===== src/rtl/dcache_plru_ctrl_pkg.sv =====
// Shared constants and tree helpers for the D-cache tree-PLRU replacement controller.
package dcache_plru_ctrl_pkg;

  localparam int DEF_WAYS = 8;
  localparam int DEF_SETS = 64;

  function automatic int way_width(input int ways);
    return (ways > 1) ? $clog2(ways) : 1;
  endfunction

  function automatic int idx_width(input int sets);
    return (sets > 1) ? $clog2(sets) : 1;
  endfunction

  // Heap layout: node n has children 2n+1 (left, lower ways) and 2n+2 (right).
  function automatic int node_child(input int node, input logic dir);
    return 2 * node + 1 + int'(dir);
  endfunction

endpackage


===== src/rtl/dcache_plru_ctrl_if.sv =====
// Lookup/touch/flush bus between tag compare, refill FSM and the PLRU controller.
interface dcache_plru_ctrl_if
  import dcache_plru_ctrl_pkg::*;
#(
  parameter int WAYS = DEF_WAYS,
  parameter int SETS = DEF_SETS
);
  localparam int WAY_W = way_width(WAYS);
  localparam int IDX_W = idx_width(SETS);

  logic             i_flush;
  logic             i_lookup_valid;
  logic [IDX_W-1:0] i_lookup_set;
  logic [WAYS-1:0]  i_lookup_vmask;
  logic [WAYS-1:0]  i_lookup_lockmask;
  logic             i_touch_valid;
  logic [IDX_W-1:0] i_touch_set;
  logic [WAY_W-1:0] i_touch_way;
  logic             o_victim_valid;
  logic [WAY_W-1:0] o_victim_way;
  logic             o_victim_none;

  modport master (
    output i_flush, i_lookup_valid, i_lookup_set, i_lookup_vmask, i_lookup_lockmask,
           i_touch_valid, i_touch_set, i_touch_way,
    input  o_victim_valid, o_victim_way, o_victim_none
  );

  modport slave (
    input  i_flush, i_lookup_valid, i_lookup_set, i_lookup_vmask, i_lookup_lockmask,
           i_touch_valid, i_touch_set, i_touch_way,
    output o_victim_valid, o_victim_way, o_victim_none
  );

endinterface


===== src/rtl/dcache_plru_ctrl_pick.sv =====
// Combinational victim picker: lowest free invalid way first, else a lock-aware
// walk of one set's PLRU tree.
module dcache_plru_ctrl_pick
  import dcache_plru_ctrl_pkg::*;
#(
  parameter int  WAYS  = DEF_WAYS,
  localparam int WAY_W = way_width(WAYS)
) (
  input  logic [WAYS-2:0]  i_state,
  input  logic [WAYS-1:0]  i_vmask,
  input  logic [WAYS-1:0]  i_lockmask,
  output logic [WAY_W-1:0] o_way,
  output logic             o_none
);

  logic             found_inv;
  logic [WAY_W-1:0] inv_way;
  logic [WAY_W-1:0] tree_way;

  always_comb begin
    found_inv = 1'b0;
    inv_way   = '0;
    for (int w = WAYS - 1; w >= 0; w--) begin
      if (!i_vmask[w] && !i_lockmask[w]) begin
        found_inv = 1'b1;
        inv_way   = WAY_W'(w);
      end
    end
  end

  always_comb begin
    int   node;
    int   lo;
    int   half;
    logic dir;
    logic left_free;
    logic right_free;
    node     = 0;
    lo       = 0;
    half     = WAYS / 2;
    tree_way = '0;
    for (int l = 0; l < WAY_W; l++) begin
      left_free  = 1'b0;
      right_free = 1'b0;
      dir        = 1'b0;
      for (int w = 0; w < WAYS; w++) begin
        if (w >= lo && w < lo + half && !i_lockmask[w])
          left_free = 1'b1;
        if (w >= lo + half && w < lo + 2 * half && !i_lockmask[w])
          right_free = 1'b1;
      end
      for (int n = 0; n < WAYS - 1; n++) begin
        if (n == node) dir = i_state[n];
      end
      // Fall over to the sibling when the LRU side has nothing selectable.
      if (dir && !right_free)
        dir = 1'b0;
      else if (!dir && !left_free)
        dir = 1'b1;
      if (dir) lo = lo + half;
      node = node_child(node, dir);
      half = half / 2;
    end
    tree_way = WAY_W'(lo);
  end

  always_comb begin
    o_way  = '0;
    o_none = 1'b0;
    if (&i_lockmask)
      o_none = 1'b1;
    else if (found_inv)
      o_way = inv_way;
    else
      o_way = tree_way;
  end

endmodule


===== src/rtl/dcache_plru_ctrl.sv =====
// Tree-PLRU replacement controller: per-set PLRU bits, touch update, same-cycle
// forwarding to the picker, and a registered victim response.
module dcache_plru_ctrl
  import dcache_plru_ctrl_pkg::*;
#(
  parameter int WAYS = DEF_WAYS,
  parameter int SETS = DEF_SETS
) (
  input logic              i_clk,
  input logic              i_rst,
  dcache_plru_ctrl_if.slave bus
);

  localparam int WAY_W = way_width(WAYS);

  logic [WAYS-2:0]  plru_q [SETS];
  logic [WAYS-2:0]  plru_d [SETS];
  logic             victim_valid_q, victim_valid_d;
  logic [WAY_W-1:0] victim_way_q, victim_way_d;
  logic             victim_none_q, victim_none_d;

  logic             touch_hit;
  logic             lookup_in_range;
  logic [WAYS-2:0]  fwd_state;
  logic [WAY_W-1:0] pick_way;
  logic             pick_none;

  function automatic logic [WAYS-2:0] apply_touch(input logic [WAYS-2:0] st,
                                                  input logic [WAY_W-1:0] way);
    logic [WAYS-2:0] r;
    int              node;
    logic            dir;
    r    = st;
    node = 0;
    for (int l = 0; l < WAY_W; l++) begin
      dir = way[WAY_W-1-l];
      for (int n = 0; n < WAYS - 1; n++) begin
        if (n == node) r[n] = ~dir;
      end
      node = node_child(node, dir);
    end
    return r;
  endfunction

  always_comb begin
    touch_hit       = bus.i_touch_valid && (int'(bus.i_touch_set) < SETS);
    lookup_in_range = int'(bus.i_lookup_set) < SETS;
    plru_d          = plru_q;
    if (bus.i_flush)
      plru_d = '{default: '0};
    else if (touch_hit)
      plru_d[bus.i_touch_set] = apply_touch(plru_q[bus.i_touch_set], bus.i_touch_way);
  end

  // plru_d already carries this cycle's flush/touch, so it doubles as the forward path.
  always_comb begin
    fwd_state = '0;
    if (lookup_in_range)
      fwd_state = plru_d[bus.i_lookup_set];
  end

  dcache_plru_ctrl_pick #(.WAYS(WAYS)) u_pick (
    .i_state    (fwd_state),
    .i_vmask    (bus.i_lookup_vmask),
    .i_lockmask (bus.i_lookup_lockmask),
    .o_way      (pick_way),
    .o_none     (pick_none)
  );

  always_comb begin
    victim_valid_d = bus.i_lookup_valid;
    victim_way_d   = victim_way_q;
    victim_none_d  = victim_none_q;
    if (bus.i_lookup_valid) begin
      victim_way_d  = pick_way;
      victim_none_d = pick_none;
    end
  end

  always_ff @(posedge i_clk or posedge i_rst) begin
    if (i_rst) begin
      plru_q         <= '{default: '0};
      victim_valid_q <= 1'b0;
      victim_way_q   <= '0;
      victim_none_q  <= 1'b0;
    end else begin
      plru_q         <= plru_d;
      victim_valid_q <= victim_valid_d;
      victim_way_q   <= victim_way_d;
      victim_none_q  <= victim_none_d;
    end
  end

  assign bus.o_victim_valid = victim_valid_q;
  assign bus.o_victim_way   = victim_way_q;
  assign bus.o_victim_none  = victim_none_q;

endmodule


===== src/flat_wrapper.sv =====
// flat-port wrapper written by rule: the top's interface ports become plain ports
module dcache_plru_ctrl_flat import dcache_plru_ctrl_pkg::*;
#(
  parameter int WAYS = DEF_WAYS,
  parameter int SETS = DEF_SETS
)
  (i_clk, i_rst, bus_i_flush, bus_i_lookup_valid, bus_i_lookup_set, bus_i_lookup_vmask, bus_i_lookup_lockmask, bus_i_touch_valid, bus_i_touch_set, bus_i_touch_way, bus_o_victim_valid, bus_o_victim_way, bus_o_victim_none);
  dcache_plru_ctrl_if #(.WAYS(WAYS), .SETS(SETS)) bus_i ();
  input logic i_clk;
  input logic i_rst;
  input wire logic [$bits(bus_i.i_flush)-1:0] bus_i_flush;
  input wire logic [$bits(bus_i.i_lookup_valid)-1:0] bus_i_lookup_valid;
  input wire logic [$bits(bus_i.i_lookup_set)-1:0] bus_i_lookup_set;
  input wire logic [$bits(bus_i.i_lookup_vmask)-1:0] bus_i_lookup_vmask;
  input wire logic [$bits(bus_i.i_lookup_lockmask)-1:0] bus_i_lookup_lockmask;
  input wire logic [$bits(bus_i.i_touch_valid)-1:0] bus_i_touch_valid;
  input wire logic [$bits(bus_i.i_touch_set)-1:0] bus_i_touch_set;
  input wire logic [$bits(bus_i.i_touch_way)-1:0] bus_i_touch_way;
  output wire logic [$bits(bus_i.o_victim_valid)-1:0] bus_o_victim_valid;
  output wire logic [$bits(bus_i.o_victim_way)-1:0] bus_o_victim_way;
  output wire logic [$bits(bus_i.o_victim_none)-1:0] bus_o_victim_none;
  assign bus_i.i_flush = bus_i_flush;
  assign bus_i.i_lookup_valid = bus_i_lookup_valid;
  assign bus_i.i_lookup_set = bus_i_lookup_set;
  assign bus_i.i_lookup_vmask = bus_i_lookup_vmask;
  assign bus_i.i_lookup_lockmask = bus_i_lookup_lockmask;
  assign bus_i.i_touch_valid = bus_i_touch_valid;
  assign bus_i.i_touch_set = bus_i_touch_set;
  assign bus_i.i_touch_way = bus_i_touch_way;
  assign bus_o_victim_valid = bus_i.o_victim_valid;
  assign bus_o_victim_way = bus_i.o_victim_way;
  assign bus_o_victim_none = bus_i.o_victim_none;
  dcache_plru_ctrl #(.WAYS(WAYS), .SETS(SETS)) u_core (.i_clk(i_clk), .i_rst(i_rst), .bus(bus_i));
endmodule

===== config.mk =====
export PLATFORM = sky130hd
export DESIGN_NAME = dcache_plru_ctrl_flat
export DESIGN_NICKNAME = d
export VERILOG_FILES = /design/src/rtl/dcache_plru_ctrl_pkg.sv /design/src/rtl/dcache_plru_ctrl_if.sv /design/src/rtl/dcache_plru_ctrl_pick.sv /design/src/rtl/dcache_plru_ctrl.sv /design/src/flat_wrapper.sv
export SDC_FILE = /design/constraint.sdc
export NUM_CORES = 1
export LEC_CHECK = 0
export ABC_AREA = 1
export CORE_MARGIN = 2
export CORE_UTILIZATION = 58
export DETAILED_ROUTE_END_ITERATION = 6
export PLACE_DENSITY = 0.81
export SYNTH_ARGS = -nofsm -noshare
export SYNTH_HDL_FRONTEND = slang
export SYNTH_HIERARCHICAL = 1
export SYNTH_SLANG_ARGS = --single-unit

===== constraint.sdc =====
create_clock -name i_clk -period 17.1 [get_ports i_clk]
set_clock_uncertainty 0.1 [all_clocks]
set_input_delay 3.42 -clock i_clk [delete_from_list [all_inputs] [get_ports i_clk]]
set_output_delay 3.42 -clock i_clk [all_outputs]
set_load 0.02 [all_outputs]

==> impl_metrics.tcl <==
set metrics [dict create \
    fp-row-count 83 \
    dieArea_mm2 0.05355 \
    grt_pass1_vias 28392 \
    fill_cells 4682 \
    drcViolationCount 0 \
    clkSlewWorstSetupHoldPaths_ps 60 \
    rsz0062_at_grt "false" \
    grt_max_degree 149 \
    cts_tree "yes" \
    cp.arrival_ps 10370 \
    finalHoldViolCount 0 \
    swShare 0.2852 \
    fin_area_mm2 0.03154 \
    antenna_found_initial 1 \
    cts_hold_buf 0 \
    path_max_fanout 53 \
    top_usage_layer "met2" \
    synth_edf_count 0 \
    htreeDepth 2 \
    total_power_mw 2.481 \
    relSlewSlack 0.1737 \
    pwr-share-clk 0.445 \
    synthDistinctLibCells 39 \
    drv_slew 0 \
    crit_cells 26 \
    hold_depth 2 \
    boundaryPins 41 \
    p_per_area_mw_per_mm2 78.65 \
    start_util 0.5858 \
    post_drt_via_cell_ratio 6.164 \
    syn-cell-area_mm2 0.02999 \
    die_x_um 231.4 \
    ys_seq_elements 453 \
    status "complete, no violations" \
    critPathKind "input port to register" \
    grt_usage 0.3713 \
    ant_nets 0 \
    grt_overflow_total 0 \
    synth_top_area_share 0.3779 \
    critPathSlowestCell "nor2_1" \
    grt_use_met1 0.5059 \
    ctsResizeCount 0 \
    finalSetupTns_ps 0 \
    fp.dieH_um 231.4 \
    min_period_ps 9954 \
    fin_crit_sh 0.5821 \
    pwr-share-comb 0.117 \
    drt_iter0_markers 4753 \
    insertion_delay_ps 630 \
    cts_root_buf "clkbuf_16" \
    port_buffers 40 \
    yosysMostFrequentCell "nand2_1" \
    ys_top_cells_by_count "1724 x nand2_1, 453 x dfrtp_1, 417 x a21oi_1" \
    synthArstFlopShare 1.000 \
    intPower_mw 1.773 \
    wl_per_cell_um 20.06 \
    p_sw_mw 0.7076 \
    hpwl_um 57850 \
    yosysWarnings 6 \
    grtUsageMet3 0.09117 \
    setup_viol 0 \
    max_stage_delay_ps 1080 \
    synth_seq_area_share 0.3779 \
    gp_congestion 0.9674 \
    clock_path_buffers 3 \
    leakagePower_nw 15.45 \
    cts_buffers 51 \
    core_mm2 0.05120 \
    synthTopCellsByArea "dfrtp_1 38%, nand2_1 22%, a21oi_1 7.0%" \
    clock.fmax_ghz 0.1005 \
    worst-path-buf-inv 6 \
    hold_class "register to register" \
    firstDrtPassIters 7 \
    multiInputGateArea_mm2 0.01588 \
    syn_to_final_growth_pct 5.156 \
    synth_flop_cell "dfrtp_1" \
    syn_nets 4537 \
    drive_above_1_share 0.05850 \
    ir_worst_vdd_uv 94.26 \
    register_area_mm2 0.01134 \
    worst_pin_slew_ps 1240 \
    placed_area_mm2 0.02989 \
    grtUsageMet2 0.5438 \
    cap_viol_max_count 0 \
    grt_pass1_wl_um 157400 \
    syn_inst 4501 \
    share_seq_of_total_power 0.437 \
    cp.required_ps 17510 \
    reg2regPathDepth 30 \
    vias 30858 \
    final_nets 4322 \
    postCtsSetupBuffers 0 \
    synthesis.area_per_instance_um2 6.664 \
    cp-end-kind "register" \
    startpoint_type "input port" \
    synth_top_area_cell "dfrtp_1" \
    cts.sinks 453 \
    wl_um 100400 \
    cp_top_family "simple AND/OR/NAND/NOR gates" \
]
## layout by cell type, fill, tap and decap left out, types with 4 or more instances in the layout
cell and count:
clkdlybuf4s50_1 32, inv_1 224, mux2_2 4, a21oi_1 417, a21boi_0 69, nand2_4 7, dfrtp_1 453, nand3_1 343
nor3_2 4, inv_2 19, clkbuf_8 17, o211ai_1 24, a211oi_1 11, o21ai_1 23, nand3b_1 183, clkbuf_16 52
nand2_2 6, clkinv_2 7, nor2_1 139, inv_6 4, clkbuf_1 17, nor2_2 27, nand2_1 1719, o21ai_0 411
a21oi_2 14, buf_4 66, nand3_2 7
## cell families (layout without fill, tap and decap cells)
logic type             Yosys count  after routing  synth area share
other                            0              1                 0
and+or+nand+nor               2449           2449            0.3526
AOI/OAI and AO/OA              975            975            0.1741
buffers and inverters          620            444           0.09382
muxes                            4              4          0.001502
DFF                            453            453            0.3779
## per-layer routing
layer  vias up  routed length [um]
met2      2135               42460
met1     14141               38960
met3       425               13310
met5         -                   0
li1      14157                   -
met4         0                5661
## per-stage QoR
| stage | cells | setup WS, ps | hold WS, ps | utilization |
|---|---|---|---|---|
| floorplan | 4501 | 952.9 | 350.5 | - |
| detailed placement | 4913 | 6889 | 383.2 | 0.5837 |
| global placement | 4913 | 7004 | 368.4 | 0.5837 |
| global route | 5005 | 6718 | 410.9 | 0.6160 |
| finish | 5006 | 7146 | 397.9 | 0.6160 |
| CTS | 5005 | 7514 | 397.8 | 0.6160 |
## power by group through the flow
stage                     Sequential (mW)  Combinational (mW)  Clock (mW)
final                                1.08               0.291        1.10
after global routing                 1.09               0.305        1.15
after CTS                            1.08               0.278        1.11
after detailed placement             1.10               0.277           0
after global placement               1.10               0.275           0
after floorplan                      1.11               0.192           0
## worst min-delay path: stages (launching register included)
cell,delay (ps)
dfrtp_1,320
o21ai_1,80
inv_1,60
## cell type report
| type | instances | area share |
|---|---|---|
| Inverter | 249 | 0.03043 |
| Tap cell | 680 | 0.02698 |
| Timing Repair Buffer | 103 | 0.02721 |
| Clock buffer | 84 | 0.04983 |
| Sequential cell | 453 | 0.3594 |
| Clock inverter | 8 | 0.002539 |
| Multi-Input combinational cell | 3428 | 0.5035 |
| Antenna cell | 1 | 0.00007934 |
## registers in the layout, summed over array words and instances (netlist names)
signal	flops
u_core/bus.o_victim_none	1
u_core/bus.o_victim_way	3
u_core/bus.o_victim_valid	1
u_core/plru_q	448
## final timing paths
check                                                   from                                      to  slack [ps]
worst max-delay path                      bus_i_touch_set[1]  u_core/bus.o_victim_way[0]$_DFFE_PP0P_        7150
worst min-delay path            u_core/plru_q[378]$_DFF_PP0_            u_core/plru_q[378]$_DFF_PP0_         400
worst max register to register  u_core/plru_q[342]$_DFF_PP0_  u_core/bus.o_victim_way[0]$_DFFE_PP0P_       11950
worst min register to register  u_core/plru_q[378]$_DFF_PP0_            u_core/plru_q[378]$_DFF_PP0_         400
max in group asynchronous                              i_rst            u_core/plru_q[276]$_DFF_PP0_       10830
min in group asynchronous                              i_rst            u_core/plru_q[188]$_DFF_PP0_        3270
No activity file was read; power rests on OpenSTA's default activity.
